$ cat config.mk
export PLATFORM = sky130hd
export DESIGN_NAME = sfifo_core
export DESIGN_NICKNAME = d
export VERILOG_FILES = /design/src/rtl/sfifo_pkg.sv /design/src/rtl/sfifo_mem.sv /design/src/rtl/sfifo_core.sv
export SDC_FILE = /design/constraint.sdc
export NUM_CORES = 1
export LEC_CHECK = 0
export CAP_MARGIN = 10
export CORE_MARGIN = 2
export CORE_UTILIZATION = 50
export CTS_CLUSTER_SIZE = 40
export DETAILED_ROUTE_END_ITERATION = 10
export GPL_ROUTABILITY_DRIVEN = 1
export PLACE_DENSITY = 0.77
export SETUP_SLACK_MARGIN = 0.3
export SYNTH_ARGS = -nofsm -noshare
export SYNTH_HDL_FRONTEND = slang
export SYNTH_SLANG_ARGS = --single-unit
$ cat constraint.sdc
create_clock -name clk -period 2.9 [get_ports clk]
set_input_delay 0.58 -clock clk [delete_from_list [all_inputs] [get_ports clk]]
set_output_delay 0.58 -clock clk [all_outputs]
set_load 0.05 [all_outputs]
$ cat src/rtl/sfifo_pkg.sv
// Shared definitions for the synchronous FIFO: read-mode enum and the pointer wrap helper.
// Also imported by the scoreboard model so both sides use the same wrap rule.
package sfifo_pkg;

   typedef enum logic {
      SFIFO_SHOWAHEAD = 1'b0,
      SFIFO_REGOUT    = 1'b1
   } sfifo_dly_e;

   // Explicit wrap at depth-1 so non-power-of-2 depths work without masking.
   function automatic int unsigned ptr_inc(input int unsigned ptr, input int unsigned depth);
      return (ptr == depth - 1) ? 0 : ptr + 1;
   endfunction

endpackage

$ cat src/rtl/sfifo_mem.sv
// FIFO storage: register array with synchronous write and asynchronous read.
// Contents are intentionally not reset.
module sfifo_mem
   import sfifo_pkg::*;
#(
   parameter int FIFO_D   = 12,
   parameter int FIFO_W   = 32,
   parameter int FIFO_ADR = $clog2(FIFO_D)
) (
   input  logic                clk,
   input  logic                we,
   input  logic [FIFO_ADR-1:0] waddr,
   input  logic [FIFO_W-1:0]   wd,
   input  logic [FIFO_ADR-1:0] raddr,
   output logic [FIFO_W-1:0]   rdata
);

   logic [FIFO_W-1:0] mem [FIFO_D];

   always_ff @(posedge clk) begin
      if (we) begin
         mem[waddr] <= wd;
      end
   end

   assign rdata = mem[raddr];

endmodule

$ cat src/rtl/sfifo_core.sv
// Single-clock FIFO with push/pop/flush, registered full/empty flags and ovf/udf pulses.
// Read data is either show-ahead (combinational head) or registered on pop.
module sfifo_core
   import sfifo_pkg::*;
#(
   parameter int FIFO_D   = 12,
   parameter int FIFO_W   = 32,
   parameter int FIFO_DLY = 0,
   parameter int FIFO_ADR = $clog2(FIFO_D)
) (
   input  logic                clk,
   input  logic                rst,
   input  logic                fifo_we,
   input  logic [FIFO_W-1:0]   fifo_wd,
   output logic                fifo_full,
   output logic                fifo_ovf,
   input  logic                fifo_re,
   output logic [FIFO_W-1:0]   fifo_rd,
   output logic                fifo_empt,
   output logic                fifo_udf,
   output logic [FIFO_ADR:0]   fifo_len,
   input  logic                fifo_fsh
);

   localparam sfifo_dly_e DLY_MODE = sfifo_dly_e'(FIFO_DLY == 1);
   localparam logic [FIFO_ADR:0] LEN_ONE = (FIFO_ADR + 1)'(1);
   localparam logic [FIFO_ADR:0] LEN_MAX = (FIFO_ADR + 1)'(FIFO_D);

   if ((FIFO_DLY != 0) && (FIFO_DLY != 1)) begin : g_bad_dly
      $error("sfifo_core: FIFO_DLY must be 0 or 1");
   end
   if (FIFO_D < 2) begin : g_bad_depth
      $error("sfifo_core: FIFO_D must be at least 2");
   end

   logic [FIFO_ADR-1:0] wptr, rptr;
   logic [FIFO_ADR:0]   len, len_next;
   logic                full, empt, ovf, udf;
   logic                push_ok, pop_ok, mem_we;
   logic [FIFO_W-1:0]   rdata;

   // Handshake: a push is taken when we & (~full | re), a pop when re & ~empt; a refused
   // request changes no state and only raises its ovf/udf pulse on the following cycle.
   assign push_ok = fifo_we & (~full | fifo_re);
   assign pop_ok  = fifo_re & ~empt;
   assign mem_we  = push_ok & ~fifo_fsh & ~rst;

   always_comb begin
      len_next = len;
      if (push_ok && !pop_ok) begin
         len_next = len + LEN_ONE;
      end else if (pop_ok && !push_ok) begin
         len_next = len - LEN_ONE;
      end
   end

   always_ff @(posedge clk) begin
      if (rst || fifo_fsh) begin
         wptr <= '0;
         rptr <= '0;
         len  <= '0;
         empt <= 1'b1;
         full <= 1'b0;
         ovf  <= 1'b0;
         udf  <= 1'b0;
      end else begin
         if (push_ok) begin
            wptr <= FIFO_ADR'(ptr_inc(32'(wptr), FIFO_D));
         end
         if (pop_ok) begin
            rptr <= FIFO_ADR'(ptr_inc(32'(rptr), FIFO_D));
         end
         len  <= len_next;
         empt <= (len_next == '0);
         full <= (len_next == LEN_MAX);
         ovf  <= fifo_we & full & ~fifo_re;
         udf  <= fifo_re & empt;
      end
   end

   sfifo_mem #(
      .FIFO_D   (FIFO_D),
      .FIFO_W   (FIFO_W),
      .FIFO_ADR (FIFO_ADR)
   ) u_mem (
      .clk   (clk),
      .we    (mem_we),
      .waddr (wptr),
      .wd    (fifo_wd),
      .raddr (rptr),
      .rdata (rdata)
   );

   if (DLY_MODE == SFIFO_REGOUT) begin : g_regout
      logic [FIFO_W-1:0] rd_q;
      always_ff @(posedge clk) begin
         if (rst || fifo_fsh) begin
            rd_q <= '0;
         end else if (pop_ok) begin
            rd_q <= rdata;
         end
      end
      assign fifo_rd = rd_q;
   end else begin : g_showahead
      // Forced to zero while empty so unwritten memory never reaches the output.
      assign fifo_rd = empt ? '0 : rdata;
   end

   assign fifo_full = full;
   assign fifo_empt = empt;
   assign fifo_ovf  = ovf;
   assign fifo_udf  = udf;
   assign fifo_len  = len;

endmodule

Word level (Yosys, flattened, before mapping). Memories as Yosys holds them, arrays and structs flattened. A register that Yosys moved wholly into a read port is not among the register bits. Index checks and enable logic that the tools add are counted.

Multiplexer cells: 9. Reductions and logical operators: 6. Equality and inequality tests: 3. Shift-type cells: 0. Divide/modulo/power cells: 0. Multipliers: 0. Bitwise operators: 13. Add/sub/neg operators: 4. $lt $le $gt $ge: 0.

Operators by type and width (count): $mux 32 (1); $mux 4 (4); $mux 5 (2); $add 4x1->4 const B (2); $eq 4x4->1 const B (2); $and 1x1->1 (7); $add 5x1->5 const B (1); $eq 5x4->1 const B (1); $logic_not 5->1 (1); $not 1->1 (5); $sub 5x1->5 const B (1); $logic_and 1x1->1 (2); $logic_not 1->1 (2); $mux 1 (2); $logic_or 1x1->1 (1); $or 1x1->1 (1).

Bits in writable memories: 384. Memories kept: 1. Memory bits (read-only): 0. Register bits after elaboration: 17. Bits in latches: 0. Logic and storage cells: 43.

Memories: u_mem.mem (depth 12, bits a word 32, read ports 1, clocked after memory_dff 1, wr ports 1, line sfifo_mem.sv:18) `logic [FIFO_W-1:0] mem [FIFO_D];`.

Depth between registers and ports, before layout.
Word-level depth: 8. Gate-level depth with buffers: 8. Gate-level depth less buffers: 7.

Cells and area by module. Synthesis repeated with hierarchy kept, for this count alone.

Cells, all modules: 775. Area, all modules: 15687.5 sq um.

By module, submodules not included: sfifo_mem (times used 1, seq. area each 11531.1 sq um, cells an instance 632, area each 14532.7 sq um); sfifo_core (times used 1, seq. area each 340.3 sq um, cells an instance 143, area each 1154.9 sq um).

Worst setup path after synthesis. No wires, ideal clock.

Path kind: flip-flop to output port. From: register (tool-made name). To: output port fifo_rd[10]. Arrival time: 1981 ps. Cell stages (with the launch flop): 7. Path buffers: 3. Path slack: 339 ps. Data required time: 2320 ps. Cells stage by stage: dfxtp_1 > clkbuf_1 > buf_2 > buf_1 > mux4_2 > a21oi_1 > nor2_1.

RTL lines: end: declaration (line sfifo_core.sv:18) `output logic [FIFO_W-1:0] fifo_rd,`.

==> out/metrics.cfg <==
[final_layout]
finish.instance_area_um2 = 19200
final_core_util_pct = 62.5
instances_no_fill = 1345
fillerInstances = 2078
antenna-diode-count = 0
seqCellArea_um2 = 12000
multiInputGateArea_um2 = 3640
drive_above_1_share_pct = 30.5
fin_nets = 964
synthesis_to_finish_area_growth_pct = 22.3

[timing]
relSlewSlack_pct = 63.3
max_clock_freq_mhz = 326
timing_max_transition_violations_final = 0
min_period_over_period_pct = 106
report.final.setup_viol = 32
period_minus_slack_ps = 3070
tightest_slew_ps = 550
skew_ps = 20.0
rsz0062_at_grt = true
final_critical_path_setup_slack_ps = -172
final_hold_viol_count = 0

[clock_network]
post_cts_hold_buffer_count = 0
cts_sinks = 405
htree_num_levels = 2
tritoncts.num_buffers = 40
tritoncts = yes
clock_insertion_delay_worst_skew_ps = 540
clock_tree.buffer_depth = 3
clk_transition_reported_paths_ps = 60
cts.root.buffer_cell = sky130_fd_sc_hd__clkbuf_16

[detailed_routing]
detail_route.drc_violations = 0
detailroute.via_count = 7990
wl_per_cell_um = 25.3
dr.pass1.iters = 5
drt_iter0_drc = 737
postRouteWirelength_um = 34000
routed_via_density = 5.94
drtAntennaViolNets = 0

[outcome]
status = complete, but fails checks
violations = negative setup slack

[worst_hold_path]
holdCritPathClass = reg -> reg

[synth]
most_frequent_cell_after_synthesis = sky130_fd_sc_hd__edfxtp_1
dominantRegCellSynth = sky130_fd_sc_hd__edfxtp_1
yosysSeqAreaShare_pct = 76.1
post_synth_num_cell_types = 46
synthMuxAreaShare_pct = 15.9
synth.avg_cell_area_um2 = 20.3
synth_area_leader_cell = sky130_fd_sc_hd__edfxtp_1
post_synth_fa_ha_maj_area_fraction_pct = 0.557
synth-compound-area-share_pct = 2.28
synth.ff_latch_count = 405
synthTopCellsByArea = sky130_fd_sc_hd__edfxtp_1, sky130_fd_sc_hd__mux4_2, sky130_fd_sc_hd__dfxtp_1
synth.top_cells.by_count = sky130_fd_sc_hd__edfxtp_1, sky130_fd_sc_hd__mux4_2, sky130_fd_sc_hd__nor2_1
number_of_enable_type_register_cells_in_the_synthesized_netlist = 384
yosys.area.top_type_share_pct = 73.4
post_synth_xor_area_fraction_pct = 0.223
postSynthCellCount = 775
post_synth_instance_area_um2 = 15700
synth_top_family_by_area = multiplexers
synthSimpleGateAreaFrac_pct = 3.73
syn-num-nets = 819
asyncSetResetFlopFracSynth_pct = 0
yosys_warnings = 0

[floorplanning]
rows = 64
design.core.area_um2 = 30700
die_width_um = 181
die_area_um2 = 32900
die_height_um = 181
io_pins = 78
initial_utilization_pct = 51.1

[critical_path]
path_cells = buf_6 > buf_16 > mux4_2 > mux2i_1 > nor2_1 > a21oi_2 > nor2_2 > buf_6
cpPeakStageDelay_ps = 490
worst_path_most_repeated_cell = sky130_fd_sc_hd__buf_6
startpoint_type = flop
worst_setup_ep_type = primary output
critical_path_arrival_ps = 2490
required_ps = 2320
worstSetupPathType = reg -> out
timing.critical_path.slowest_stage_cell = sky130_fd_sc_hd__mux4_2
cp_max_fo = 8

[grt]
number_of_antenna_violations_at_the_first_check_in_global_routing = 1
grt_first_pass_wirelength_um = 51400
grt_start_max_net_pins = 55
grt.overflow.total = 0
first_global_vias = 8330
grt_usage_pct = 21.0

[place]
globalplace.congestion = 0.762
placed_cells_incl_taps = 1248
detailed_place.area_um2 = 17300
place.detailed.hpwl_um = 17900
placement.io_buffers = 77

[power]
power.density_nw_per_um2 = 624
finalPower_uw = 12000
ir_drop_v = 0.000425
p_leak_uw = 0.00610

[flow_run]
maxCapViolCount = 0

[critical path, delay by kind of cell, from the launching register on]
kind	cells	cell delay (ps)
simple gates	2	140
buf+inv	3	470
mux	2	660
compound gates	1	220
flops	1	460
[power breakdown]
| group | internal, uW | switching [uW] | total [uW] |
|---|---|---|---|
| registers | 6420 | 21.8 | 6440 |
| clock network | 2960 | 2100 | 5060 |
| logic | 203 | 293 | 496 |
| total | 9580 | 2420 | 12000 |
[per-layer routing]
metal	share of wire (%)	vias to the layer above	global-route usage, %
li1	-	3437	-
met1	41	4190	28.3
met2	51	304	35.3
met3	6.1	57	3.77
met4	2.4	2	6.24
met5	0.021	-	0
[stage by stage]
stage               TNS [ps]  setup WS [ps]  hold slack, ps
CTS                    -3480           -155             507
floorplan                  0            339             467
detailed placement         0            171             497
global route           -6210           -240             551
finish                 -2950           -172             505
global placement           0            206             477
[sequential cells by signal, indices dropped and copies added (netlist names), named ones only]
name and count:
fifo_udf 1, fifo_len 5, fifo_ovf 1, wptr 4
rptr 4, fifo_full 1, fifo_empt 1, u_mem.mem 384
[worst paths after layout]
path	from	end	slack, ps	depth (start not counted)
worst min-delay path	rptr[1]	flop	500	2
worst max register to register	fifo_empt	fifo_empt	530	6
worst max-delay path	flop	fifo_rd[25]	-170	8
worst min register to register	rptr[1]	flop	500	2
[cells by family (layout without fill, tap and decap cells)]
family | after synthesis | count (layout)
buf+inv | 45 | 219
fa+ha+maj | 7 | 7
xor+xnor | 4 | 4
flops | 405 | 405
compound gates | 58 | 58
mux | 129 | 129
simple gates | 127 | 127
[placed cells by master (no fill, tap or decap), drive strengths merged, types with 6 or more instances in the layout]
cell type	count
inv	8
nor3	7
mux2i	33
nand2	10
mux4	96
o21ai	6
nor2	76
dfxtp	21
clkdlybuf4s50	44
buf	96
a21oi	39
clkbuf	53
edfxtp	384
and2	15
ha	7
clkinv	13
[layout make-up]
cell class                 count  share of cell area [%]
tap                          396                    2.58
sequential                   405                    62.3
inverter                       5                  0.0977
clock inverter                20                    1.07
multi-input combinational    325                    18.9
clock buffer                  51                    5.54
timing repair buffer         143                    9.52
[timing repair]
item                       4_1_cts  5_1_grt
buffers inserted                14        5
pin swaps                        2        9
setup endpoints to repair       33       32
gates cloned                     5        2
resized for setup               57        6
No activity file was read; power rests on OpenSTA's default activity.
